<file path="config.mk">
export PLATFORM = sky130hd
export DESIGN_NAME = alu_operand_stage
export DESIGN_NICKNAME = d
export VERILOG_FILES = /design/src/rtl/alu_operand_stage.sv
export SDC_FILE = /design/constraint.sdc
export NUM_CORES = 1
export LEC_CHECK = 0
export ABC_AREA = 1
export BUFFER_PORTS_ARGS = -buffer_cell sky130_fd_sc_hd__buf_4
export CAP_MARGIN = 25
export CORE_AREA = 2 2 124 126
export CTS_BUF_LIST = sky130_fd_sc_hd__clkbuf_8 sky130_fd_sc_hd__clkbuf_16
export DETAILED_ROUTE_END_ITERATION = 8
export DIE_AREA = 0 0 126 128
export PLACE_DENSITY = 0.81
export SYNTH_ARGS = -nofsm -noshare
export SYNTH_HDL_FRONTEND = slang
export SYNTH_SLANG_ARGS = --single-unit
</file>
<file path="constraint.sdc">
create_clock -name clk -period 4.6 [get_ports clk]
set_input_delay 0.23 -clock clk [delete_from_list [all_inputs] [get_ports clk]]
set_output_delay 0.23 -clock clk [all_outputs]
set_load 0.05 [all_outputs]
</file>
<file path="src/rtl/alu_operand_stage.sv">
// -----------------------------------------------------------------------------
// alu_operand_stage
//
// Operand-select stage between decode and the ALU. For every ALU-using opcode
// class it builds the two ALU operands (DATA0/DATA1) and the ALU op select,
// resolves read-after-write hazards by forwarding from NUM_FWD later stages,
// and stalls while the selected forwarding channel still has a pending result
// (for example an outstanding load). One instruction is held in an output
// register with valid/ready handshakes on both sides.
//
// Ports
//   clk, reset            clock, synchronous active-high reset
//   FLUSH                 drop the held instruction and refuse the incoming one
//   IN_VALID / IN_READY   decode-side handshake (IN_READY is combinational)
//   OPCODE, FUNCT3, FUNCT1  instruction fields (FUNCT1 = instruction bit 30)
//   RS1, RS2              source register indices
//   RS1_DATA, RS2_DATA    register-file read data
//   PC                    instruction PC
//   IMM12, U_IMM20        I/S immediate and U immediate from decode
//   FWD_VALID/PEND/RD/DATA  per-channel forwarding info, channel 0 youngest
//   OUT_VALID / OUT_READY ALU-side handshake
//   DATA0, DATA1          registered ALU operands
//   ALU_EN                registered: instruction needs the ALU
//   ALU_FUNCT3, ALU_ALT   registered op select (ALT selects SUB/SRA/compare)
//   STALL_CNT             saturating count of hazard-stall cycles
// -----------------------------------------------------------------------------
module alu_operand_stage #(
    parameter int N       = 32,
    parameter int NUM_FWD = 2,
    parameter int CNT_W   = 16
) (
    input  logic                 clk,
    input  logic                 reset,
    input  logic                 FLUSH,
    input  logic                 IN_VALID,
    output logic                 IN_READY,
    input  logic [6:0]           OPCODE,
    input  logic [2:0]           FUNCT3,
    input  logic                 FUNCT1,
    input  logic [4:0]           RS1,
    input  logic [4:0]           RS2,
    input  logic [N-1:0]         RS1_DATA,
    input  logic [N-1:0]         RS2_DATA,
    input  logic [N-1:0]         PC,
    input  logic [11:0]          IMM12,
    input  logic [19:0]          U_IMM20,
    input  logic [NUM_FWD-1:0]   FWD_VALID,
    input  logic [NUM_FWD-1:0]   FWD_PEND,
    input  logic [5*NUM_FWD-1:0] FWD_RD,
    input  logic [N*NUM_FWD-1:0] FWD_DATA,
    output logic                 OUT_VALID,
    input  logic                 OUT_READY,
    output logic [N-1:0]         DATA0,
    output logic [N-1:0]         DATA1,
    output logic                 ALU_EN,
    output logic [2:0]           ALU_FUNCT3,
    output logic                 ALU_ALT,
    output logic [CNT_W-1:0]     STALL_CNT
);

    localparam logic [6:0] OPC_OP_IMM = 7'b0010011;
    localparam logic [6:0] OPC_OP     = 7'b0110011;
    localparam logic [6:0] OPC_LOAD   = 7'b0000011;
    localparam logic [6:0] OPC_STORE  = 7'b0100011;
    localparam logic [6:0] OPC_LUI    = 7'b0110111;
    localparam logic [6:0] OPC_AUIPC  = 7'b0010111;
    localparam logic [6:0] OPC_JAL    = 7'b1101111;
    localparam logic [6:0] OPC_JALR   = 7'b1100111;
    localparam logic [6:0] OPC_BRANCH = 7'b1100011;

    localparam logic [N-1:0]     ZERO_N   = {N{1'b0}};
    localparam logic [CNT_W-1:0] CNT_ZERO = {CNT_W{1'b0}};
    localparam logic [CNT_W-1:0] CNT_ONE  = {{(CNT_W-1){1'b0}}, 1'b1};
    localparam logic [CNT_W-1:0] CNT_MAX  = {CNT_W{1'b1}};

    // Output register occupancy.
    typedef enum logic {
        EMPTY_ST = 1'b0,
        FULL_ST  = 1'b1
    } state_t;

    // Result of resolving one source operand: value to use and whether the
    // selected forwarding channel still has its result outstanding.
    typedef struct packed {
        logic         haz;
        logic [N-1:0] val;
    } src_t;

    // Resolve a source register: x0 reads zero; otherwise the lowest (youngest)
    // matching valid channel wins, and only that channel's pending flag counts.
    function automatic src_t resolve_src(input logic [4:0] idx, input logic [N-1:0] rf_data);
        src_t res;
        logic found;
        res   = '{haz: 1'b0, val: rf_data};
        found = 1'b0;
        if (idx == 5'd0) begin
            res.val = ZERO_N;
        end else begin
            for (int i = 0; i < NUM_FWD; i++) begin
                if (!found && FWD_VALID[i] && (FWD_RD[5*i +: 5] == idx)) begin
                    found   = 1'b1;
                    res.haz = FWD_PEND[i];
                    res.val = FWD_DATA[N*i +: N];
                end else begin
                    found = found;
                end
            end
        end
        return res;
    endfunction

    state_t           state_r;
    state_t           next_state_s;
    logic [N-1:0]     data0_r;
    logic [N-1:0]     data1_r;
    logic             alu_en_r;
    logic [2:0]       alu_funct3_r;
    logic             alu_alt_r;
    logic [CNT_W-1:0] stall_cnt_r;

    src_t             rs1_src_s;
    src_t             rs2_src_s;
    logic             use_rs1_s;
    logic             use_rs2_s;
    logic             hazard_s;
    logic             in_ready_s;
    logic             accept_s;
    logic             stall_inc_s;

    logic [N-1:0]     imm_sext_s;
    logic [N-1:0]     shamt_s;
    logic [N-1:0]     u_imm_s;
    logic [N-1:0]     link_ofs_s;

    logic [N-1:0]     nxt_data0_s;
    logic [N-1:0]     nxt_data1_s;
    logic             nxt_alu_en_s;
    logic [2:0]       nxt_funct3_s;
    logic             nxt_alt_s;

    // Immediate forms used by the various opcode classes.
    always_comb begin
        imm_sext_s = N'($signed(IMM12));
        shamt_s    = N'(IMM12[4:0]);
        u_imm_s    = N'($signed({U_IMM20, 12'h000}));
        link_ofs_s = N'(3'd4);
    end

    // Forwarding / register-file resolution for both sources.
    always_comb begin
        rs1_src_s = resolve_src(RS1, RS1_DATA);
        rs2_src_s = resolve_src(RS2, RS2_DATA);
    end

    // Opcode decode: source usage and next operand / op-select values.
    always_comb begin
        use_rs1_s    = 1'b0;
        use_rs2_s    = 1'b0;
        nxt_alu_en_s = 1'b1;
        nxt_data0_s  = ZERO_N;
        nxt_data1_s  = ZERO_N;
        nxt_funct3_s = 3'b000;
        nxt_alt_s    = 1'b0;
        case (OPCODE)
            OPC_OP_IMM: begin
                use_rs1_s    = 1'b1;
                nxt_data0_s  = rs1_src_s.val;
                nxt_funct3_s = FUNCT3;
                if ((FUNCT3 == 3'b001) || (FUNCT3 == 3'b101)) begin
                    // Shift-immediate: shamt only; bit 10 selects arithmetic.
                    nxt_data1_s = shamt_s;
                    nxt_alt_s   = IMM12[10];
                end else begin
                    nxt_data1_s = imm_sext_s;
                    nxt_alt_s   = 1'b0;
                end
            end
            OPC_OP: begin
                use_rs1_s    = 1'b1;
                use_rs2_s    = 1'b1;
                nxt_data0_s  = rs1_src_s.val;
                nxt_data1_s  = rs2_src_s.val;
                nxt_funct3_s = FUNCT3;
                nxt_alt_s    = FUNCT1;
            end
            OPC_LOAD, OPC_STORE: begin
                // Address generation is always an add.
                use_rs1_s   = 1'b1;
                nxt_data0_s = rs1_src_s.val;
                nxt_data1_s = imm_sext_s;
            end
            OPC_LUI: begin
                nxt_data1_s = u_imm_s;
            end
            OPC_AUIPC: begin
                nxt_data0_s = PC;
                nxt_data1_s = u_imm_s;
            end
            OPC_JAL: begin
                nxt_data0_s = PC;
                nxt_data1_s = link_ofs_s;
            end
            OPC_JALR: begin
                // The ALU computes the link PC+4, but rs1 is still read for the
                // jump target, so it participates in hazard detection.
                use_rs1_s   = 1'b1;
                nxt_data0_s = PC;
                nxt_data1_s = link_ofs_s;
            end
            OPC_BRANCH: begin
                use_rs1_s    = 1'b1;
                use_rs2_s    = 1'b1;
                nxt_data0_s  = rs1_src_s.val;
                nxt_data1_s  = rs2_src_s.val;
                nxt_funct3_s = FUNCT3;
                nxt_alt_s    = 1'b1;
            end
            default: begin
                nxt_alu_en_s = 1'b0;
            end
        endcase
    end

    // Hazard, input handshake and stall-count qualification.
    always_comb begin
        hazard_s = (use_rs1_s && rs1_src_s.haz) || (use_rs2_s && rs2_src_s.haz);
        if (reset || FLUSH || hazard_s) begin
            in_ready_s = 1'b0;
        end else begin
            in_ready_s = (state_r == EMPTY_ST) || OUT_READY;
        end
        accept_s    = IN_VALID && in_ready_s;
        stall_inc_s = IN_VALID && hazard_s && !FLUSH;
    end

    // Next-state logic for the output register occupancy.
    always_comb begin
        next_state_s = state_r;
        case (state_r)
            EMPTY_ST: begin
                if (FLUSH) begin
                    next_state_s = EMPTY_ST;
                end else if (accept_s) begin
                    next_state_s = FULL_ST;
                end else begin
                    next_state_s = EMPTY_ST;
                end
            end
            FULL_ST: begin
                if (FLUSH) begin
                    next_state_s = EMPTY_ST;
                end else if (accept_s) begin
                    // Drain and refill in the same cycle: no bubble.
                    next_state_s = FULL_ST;
                end else if (OUT_READY) begin
                    next_state_s = EMPTY_ST;
                end else begin
                    next_state_s = FULL_ST;
                end
            end
            default: begin
                next_state_s = EMPTY_ST;
            end
        endcase
    end

    // Output register occupancy state.
    always_ff @(posedge clk) begin
        if (reset) begin
            state_r <= EMPTY_ST;
        end else begin
            state_r <= next_state_s;
        end
    end

    // Operand / op-select payload registers; only written on accept so they
    // stay stable while the ALU back-pressures.
    always_ff @(posedge clk) begin
        if (reset) begin
            data0_r      <= ZERO_N;
            data1_r      <= ZERO_N;
            alu_en_r     <= 1'b0;
            alu_funct3_r <= 3'b000;
            alu_alt_r    <= 1'b0;
        end else if (accept_s) begin
            data0_r      <= nxt_data0_s;
            data1_r      <= nxt_data1_s;
            alu_en_r     <= nxt_alu_en_s;
            alu_funct3_r <= nxt_funct3_s;
            alu_alt_r    <= nxt_alt_s;
        end else begin
            data0_r      <= data0_r;
            data1_r      <= data1_r;
            alu_en_r     <= alu_en_r;
            alu_funct3_r <= alu_funct3_r;
            alu_alt_r    <= alu_alt_r;
        end
    end

    // Saturating hazard-stall cycle counter.
    always_ff @(posedge clk) begin
        if (reset) begin
            stall_cnt_r <= CNT_ZERO;
        end else if (stall_inc_s && (stall_cnt_r != CNT_MAX)) begin
            stall_cnt_r <= stall_cnt_r + CNT_ONE;
        end else begin
            stall_cnt_r <= stall_cnt_r;
        end
    end

    assign IN_READY   = in_ready_s;
    assign OUT_VALID  = (state_r == FULL_ST);
    assign DATA0      = data0_r;
    assign DATA1      = data1_r;
    assign ALU_EN     = alu_en_r;
    assign ALU_FUNCT3 = alu_funct3_r;
    assign ALU_ALT    = alu_alt_r;
    assign STALL_CNT  = stall_cnt_r;

endmodule

</file>
==> summary.md, run 1 <==
| Metric | Value |
|---|---|
| Setup bufs post-CTS | 0 |
| Post-synth cell types | 33 |
| Met1 Use GR | between 30% and 40% |
| GR Layer Usage met2 | approximately 53% |
| Top_reg_cell synth | dfxtp_1 |
| Avg Inst Size Synth | approximately 5.5 um2 |
| Max Cap Viol | 0 |
| CP max FO | 96 |
| Initial Util | between 40% and 50% |
| Fin crit share | around 59% |
| R2R Path Start | STALL_CNT[0] |
| IO buf count | 318 |
| Clock buffer depth | 2 |
| Synth Area in Compound Gates | approximately an eighth |
| Syn nets | 1376 |
| Hold endpoint | OUT_VALID |
| Clk_skew | roughly 8.0 ps |
| Startpoint type of the worst setup path | input port |
| Ant. Diodes | 0 |
| Largest net degree at the start of global routing | 97 |
| Synth async-reset ratio | 0% |
| Worst Hold Class | input port to register |
| Final Hold Viols | 0 |
| Outcome | finished clean |
| Post-Syn Instances | approximately 1100 |
| Floorplan Core Area | between 10000 and 15000 um2 |
| Max_slew headroom | between 30% and 40% |
| CTS tree | yes |
| First-pass GRT wire length | roughly 40 mm |
| Hold Buf Count CTS | 0 |
| First-pass DRT Iterations | 6 |
| CP Data Arrival Time | between 2000 and 3000 ps |
| Area share of fa/ha/maj cells after synthesis | less than 1% |
| CTS H-tree depth | 3 |
| Sink Count | 86 |
| DR iter-0 viols | between 600 and 700 |
| Busiest grt layer | met2 |
| Initial antenna violation count | 0 |
| Kind of end point of the critical path | register |
| Worst-Skew Late Latency | 360 ps |
| Achievable frequency | approximately 0.37 GHz |
| Max VDD drop | roughly 0.18 mV |
| RSZ-0062 raised after global routing | false |
| GR Util met3 | approximately 6.9% |
| Clock transition at path regs | approximately 70 ps |
| Netlist Area Pre-Place | 6327 um2 |
| Final Slew Violations | 0 |
| Placer Congestion | 0.9413 |
| Remaining Overflow, GRT | 0 |
| Post-Place Cells | 1597 |
| Hold path startpoint | OUT_READY |
| Largest family of logic cells by synthesized area | simple AND/OR/NAND/NOR gates |
| Flop-to-flop setup slack | around 2300 ps |
| CTS Root Cell | clkbuf_16 |
| Max incr delay on CP | ~500 ps |
| RR Endpoint | STALL_CNT[0] |
| Sequential area share after synthesis | between 20% and 30% |
| Synth warn | 0 |
| Post-synthesis mux area share | 0% |
| # fillers | 1558 |
| Slowest CP cell | nand2_4 |
| Worst reg-to-reg path cell count | 9 |
| Crit path kind | input port to register |
| Tightest Pin Transition | 970.5 ps |
| Die X | ~130 um |
| Layout Cells excl Fill | 1614 |
| Setup TNS | 0 ps |
| #FFs+latches synth | 86 |
| Final nets | 1654 |
| Cells on Worst Hold Path | 4 |
| CP startpoint | OPCODE[1] |
| Post-DP HPWL | just under 20 mm |
| Post-synth EDFFs | 0 |
| Total Wirelength | about 26 mm |
| Routed WL per cell | around 16 um |
| Ports | between 300 and 400 |
| CP required | between 4000 and 5000 ps |
| Fin crit period | roughly 2700 ps |
| Vias | 8471 |
| Cts bufs inserted | 9 |
| Leak Pwr | between 0.005 and 0.006 uW |
| DRC viols | 0 |
| XOR/XNOR Fraction of Synth Area | 0.1384% |
| Power Dens Cells | between 200 and 250 nW/um2 |
| Die height | 128 um |
| Post-DRT Antenna Nets | 0 |
| Die area | 16130 um2 |
| FP Rows | 45 |
| Crit path cell chain | buf_4 > nand2_1 > inv_2 > nand2_1 > inv_2 > nand2_1 > nor2_1 > nor2_1 > nor2_2 > buf_4 > nand2_1 > nand2_2 > nor2_2 > nand2_4 > o21ai_0 > nor2_1 |
| Via density | about 5.2 |
| Vias in the first global route | between 7000 and 8000 |
| CP most frequent cell | nand2_1 |
| CTS resizes | 0 |
| Setup violations, final | 0 |
| Layout cells sized above 1 | 26.30% |
| Tot GR Track Use | 31.19% |
| Area delta synth->final | 44.02% |
| Simple-gate area share of the yosys netlist | between 40% and 50% |
## cell usage after synthesis (6+ instances only)
master | count | area share (%)
clkbuf_1 | 42 | 2.5
nand2_1 | 405 | 24
o21ai_0 | 50 | 4.0
a21oi_1 | 36 | 2.8
nor3_1 | 8 | 0.63
buf_2 | 12 | 0.95
inv_1 | 129 | 7.7
nand4_1 | 25 | 2.5
dfxtp_1 | 86 | 27
o221ai_1 | 26 | 3.6
nor2_1 | 162 | 9.6
inv_2 | 9 | 0.53
nand3_1 | 107 | 8.5
o21bai_1 | 6 | 0.71
## cells by family (layout without fill, tap and decap cells)
family / Yosys count / in the layout
adder cells (fa/ha/maj): 1 / 1
AO/OA/AOI/OAI: 132 / 132
AND/OR/NAND/NOR: 720 / 720
buffers and inverters: 203 / 486
flip-flops: 86 / 86
XOR/XNOR: 1 / 1
## registers in the layout, indices dropped and copies added, names as in the netlist
name and flops:
DATA0 32, DATA1 32, STALL_CNT 16, ALU_FUNCT3 3, ALU_ALT 1, ALU_EN 1
OUT_VALID 1
## layer usage
| layer | routed length [um] | up-vias | share of wire (%) |
|---|---|---|---|
| li1 | - | 4164 | - |
| met1 | 10420 | 3808 | 40 |
| met2 | 12360 | 443 | 47 |
| met3 | 2493 | 56 | 9.6 |
| met4 | 799 | 0 | 3.1 |
| met5 | 0 | - | 0 |
## placed cells by master, fill, tap and decap left out, types with 4 or more instances in the layout
| cell type | count |
|---|---|
| a21oi_1 | 36 |
| dfxtp_1 | 86 |
| nor3_1 | 7 |
| o21bai_1 | 6 |
| nand3_1 | 106 |
| inv_1 | 128 |
| nor2_1 | 162 |
| nand2_1 | 405 |
| o221ai_1 | 26 |
| clkbuf_16 | 9 |
| nor2_2 | 4 |
| inv_2 | 10 |
| nand4_1 | 25 |
| buf_4 | 329 |
| o21ai_0 | 50 |
## cell type report
| type | instances | area, um2 | share of cell area [%] |
|---|---|---|---|
| sequential | 86 | 1722 | 18.89 |
| inverter | 138 | 518.0 | 5.684 |
| clock inverter | 5 | 41.29 | 0.4531 |
| timing repair buffer | 332 | 2537 | 27.85 |
| multi-input combinational | 854 | 3806 | 41.77 |
| clock buffer | 11 | 252.7 | 2.774 |
| tap | 188 | 235.2 | 2.581 |
## power breakdown
group	leakage, uW	internal [uW]	total, uW	switching, uW
logic	0.00418	242	555	313
registers	0.000699	770	785	15.2
clock network	0.000139	401	740	339
## critical path, delay by kind of cell
kind / cells / cell delay (ps)
buf+inv: 4 / 460
simple gates: 11 / 1740
compound gates: 1 / 450
## through the flow
step	hold WS, ps	util (%)	power [uW]	setup WS (ps)	cell area, um2
floorplan	384.1	-	1085	2424	6327
global placement	453.4	59.01	1344	1645	8771
detailed placement	459.1	59.14	1350	1569	8791
CTS	153.7	61.12	2078	1937	9085
global route	178.5	61.30	2164	1623	9112
finish	161.4	61.30	2080	1885	9112
## worst max path at each step
stage               endpoint  slack [ps]  cells after the start
3_3_place_gp       DATA0[25]        1640                     16
6_report           DATA1[19]        1880                     16
4_1_cts            DATA1[22]        1940                     16
3_5_place_dp       DATA1[22]        1570                     16
2_1_floorplan  ALU_FUNCT3[1]        2420                     14
5_1_grt            DATA1[27]        1620                     16
No activity file was read; power rests on OpenSTA's default activity.
==> run 2: changes to the inputs <==
Clock period 4.6 ns to 2.7 ns, I/O delays scaled along.
==> summary.md, run 2 (synthesis results as in run 1) <==
| Metric | Value |
|---|---|
| CP required | slightly below 3000 ps |
| Leak Pwr | 0.005081 uW |
| Placer Congestion | between 0.9 and 1 |
| Setup bufs post-CTS | 0 |
| Layout cells sized above 1 | between 20 and 30% |
| CP Data Arrival Time | around 2300 ps |
| Power Dens Cells | 386.3 nW/um2 |
| Max Cap Viol | 0 |
| Initial Util | 42.57% |
| Achievable frequency | between 0.4 and 0.5 GHz |
| Clock transition at path regs | around 70 ps |
| CTS Root Cell | clkbuf_16 |
| Clock buffer depth | 2 |
| Ant. Diodes | 0 |
| Remaining Overflow, GRT | 0 |
| IO buf count | about 320 |
| Via density | 5.253 |
| Routed WL per cell | 16.25 um |
| Commonest non-fill, non-tap cell in the layout | nand2_1 |
| Post-DRT Antenna Nets | 0 |
| Die area | roughly 16000 um2 |
| Crit path kind | register to register |
| Floorplan Core Area | ~15000 um2 |
| DRC viols | 0 |
| Final nets | roughly 1700 |
| Vias | about 8600 |
| Most frequent cells in the layout | nand2_1 (405), buf_4 (346), nor2_1 (162), inv_1 (130), nand3_1 (106) |
| Cts bufs inserted | 9 |
| Worst-Skew Late Latency | about 340 ps |
| Total Wirelength | around 26 mm |
| Outcome | finished clean |
| Max_slew headroom | between 50% and 60% |
| CTS resizes | 0 |
| Startpoint type of the worst setup path | register |
| Worst Hold Class | input port to register |
| Ports | 319 |
| CP max FO | 12 |
| Fin crit share | between 70 and 80% |
| Post-DP HPWL | approximately 21 mm |
| CTS H-tree depth | 3 |
| Area delta synth->final | 45.24% |
| Die height | 128 um |
| Setup violations, final | 0 |
| Largest net degree at the start of global routing | 50 |
| CTS tree | yes |
| Total power | 3550 uW |
| DR iter-0 viols | slightly below 800 |
| Fin crit period | between 2000 and 2500 ps |
| Clk_skew | 4.805 ps |
| Setup TNS | 0 ps |
| Vias in the first global route | between 7000 and 8000 |
| FP Rows | 45 |
| First-pass DRT Iterations | 5 |
| Final Slew Violations | 0 |
| Sink Count | 86 |
| Hold Buf Count CTS | 0 |
| First-pass GRT wire length | slightly above 40 mm |
| Die X | between 100 and 150 um |
| Kind of end point of the critical path | register |
| Tightest Pin Transition | approximately 680 ps |
| Tot GR Track Use | roughly a third |
| Max VDD drop | 0.3456 mV |
| Final Hold Viols | 0 |
| Initial antenna violation count | 0 |
| RSZ-0062 raised after global routing | false |
==> run 2: cell count changes in the layout (fill, tap and decap cells not counted) <==
cell | previous run | this run
clkinv_4 | 1 | 0
buf_12 | 2 | 1
buf_4 | 329 | 346
clkinv_2 | 0 | 1
bufinv_16 | 0 | 1
inv_6 | 2 | 1
clkbuf_8 | 2 | 0
inv_1 | 128 | 130
buf_16 | 1 | 0
==> run 2: power by group <==
part	total [uW]	internal [uW]	switching (uW)
clock network	1260	713	543
registers	1340	1310	25.9
logic	956	416	541
==> run 2: worst paths after layout <==
| kind | end | start | slack (ps) | cells past startpoint |
|---|---|---|---|---|
| worst max register to register | STALL_CNT[4] | STALL_CNT[0] | 640 | 10 |
| worst min-delay path | OUT_VALID | OUT_READY | 70 | 4 |
| worst max-delay path | STALL_CNT[4] | STALL_CNT[0] | 640 | 10 |
| worst min register to register | DATA1[30] | DATA1[30] | 470 | 2 |
==> run 2: through the flow <==
stage,instances,hold slack [ps],instance area (um2),util [%],setup WS [ps]
after CTS,1629,61.25,9190,61.83,663.7
after global placement,1613,426.0,8899,59.87,445.2
after global routing,1629,85.91,9190,61.83,472.3
after floorplan,1143,289.1,6327,-,583.2
final,1629,70.32,9190,61.83,637.7
after detailed placement,1613,437.0,8899,59.87,381.0
==> run 2: layout make-up <==
type,count,area [um2]
flip-flops and latches,86,1722
clock buffers,9,225.2
fillers,1509,5674
multi-input cells,854,3806
repair buffers,347,2618
inverters,138,518.0
clock inverters,7,66.31
well taps,188,235.2
==> run 2: critical path, cell delays in order, from the launching register on <==
cell and delay (ps):
dfxtp_1 350, ha_1 260, nand4_1 170, nor2_1 80, a31o_2 200, inv_1 290, nand2_2 200, inv_2 150
nand3_1 100, nor2_1 110, nor2_1 40
==> run 2: metal layers <==
layer	wire length (um)	global-route usage [%]	up-vias	part of all wire, %
met5	0	0	-	0
met4	913	11.12	0	3.4
met3	2526	6.427	68	9.5
met2	12650	54.33	468	48
met1	10390	39.62	3826	39
li1	-	-	4195	-
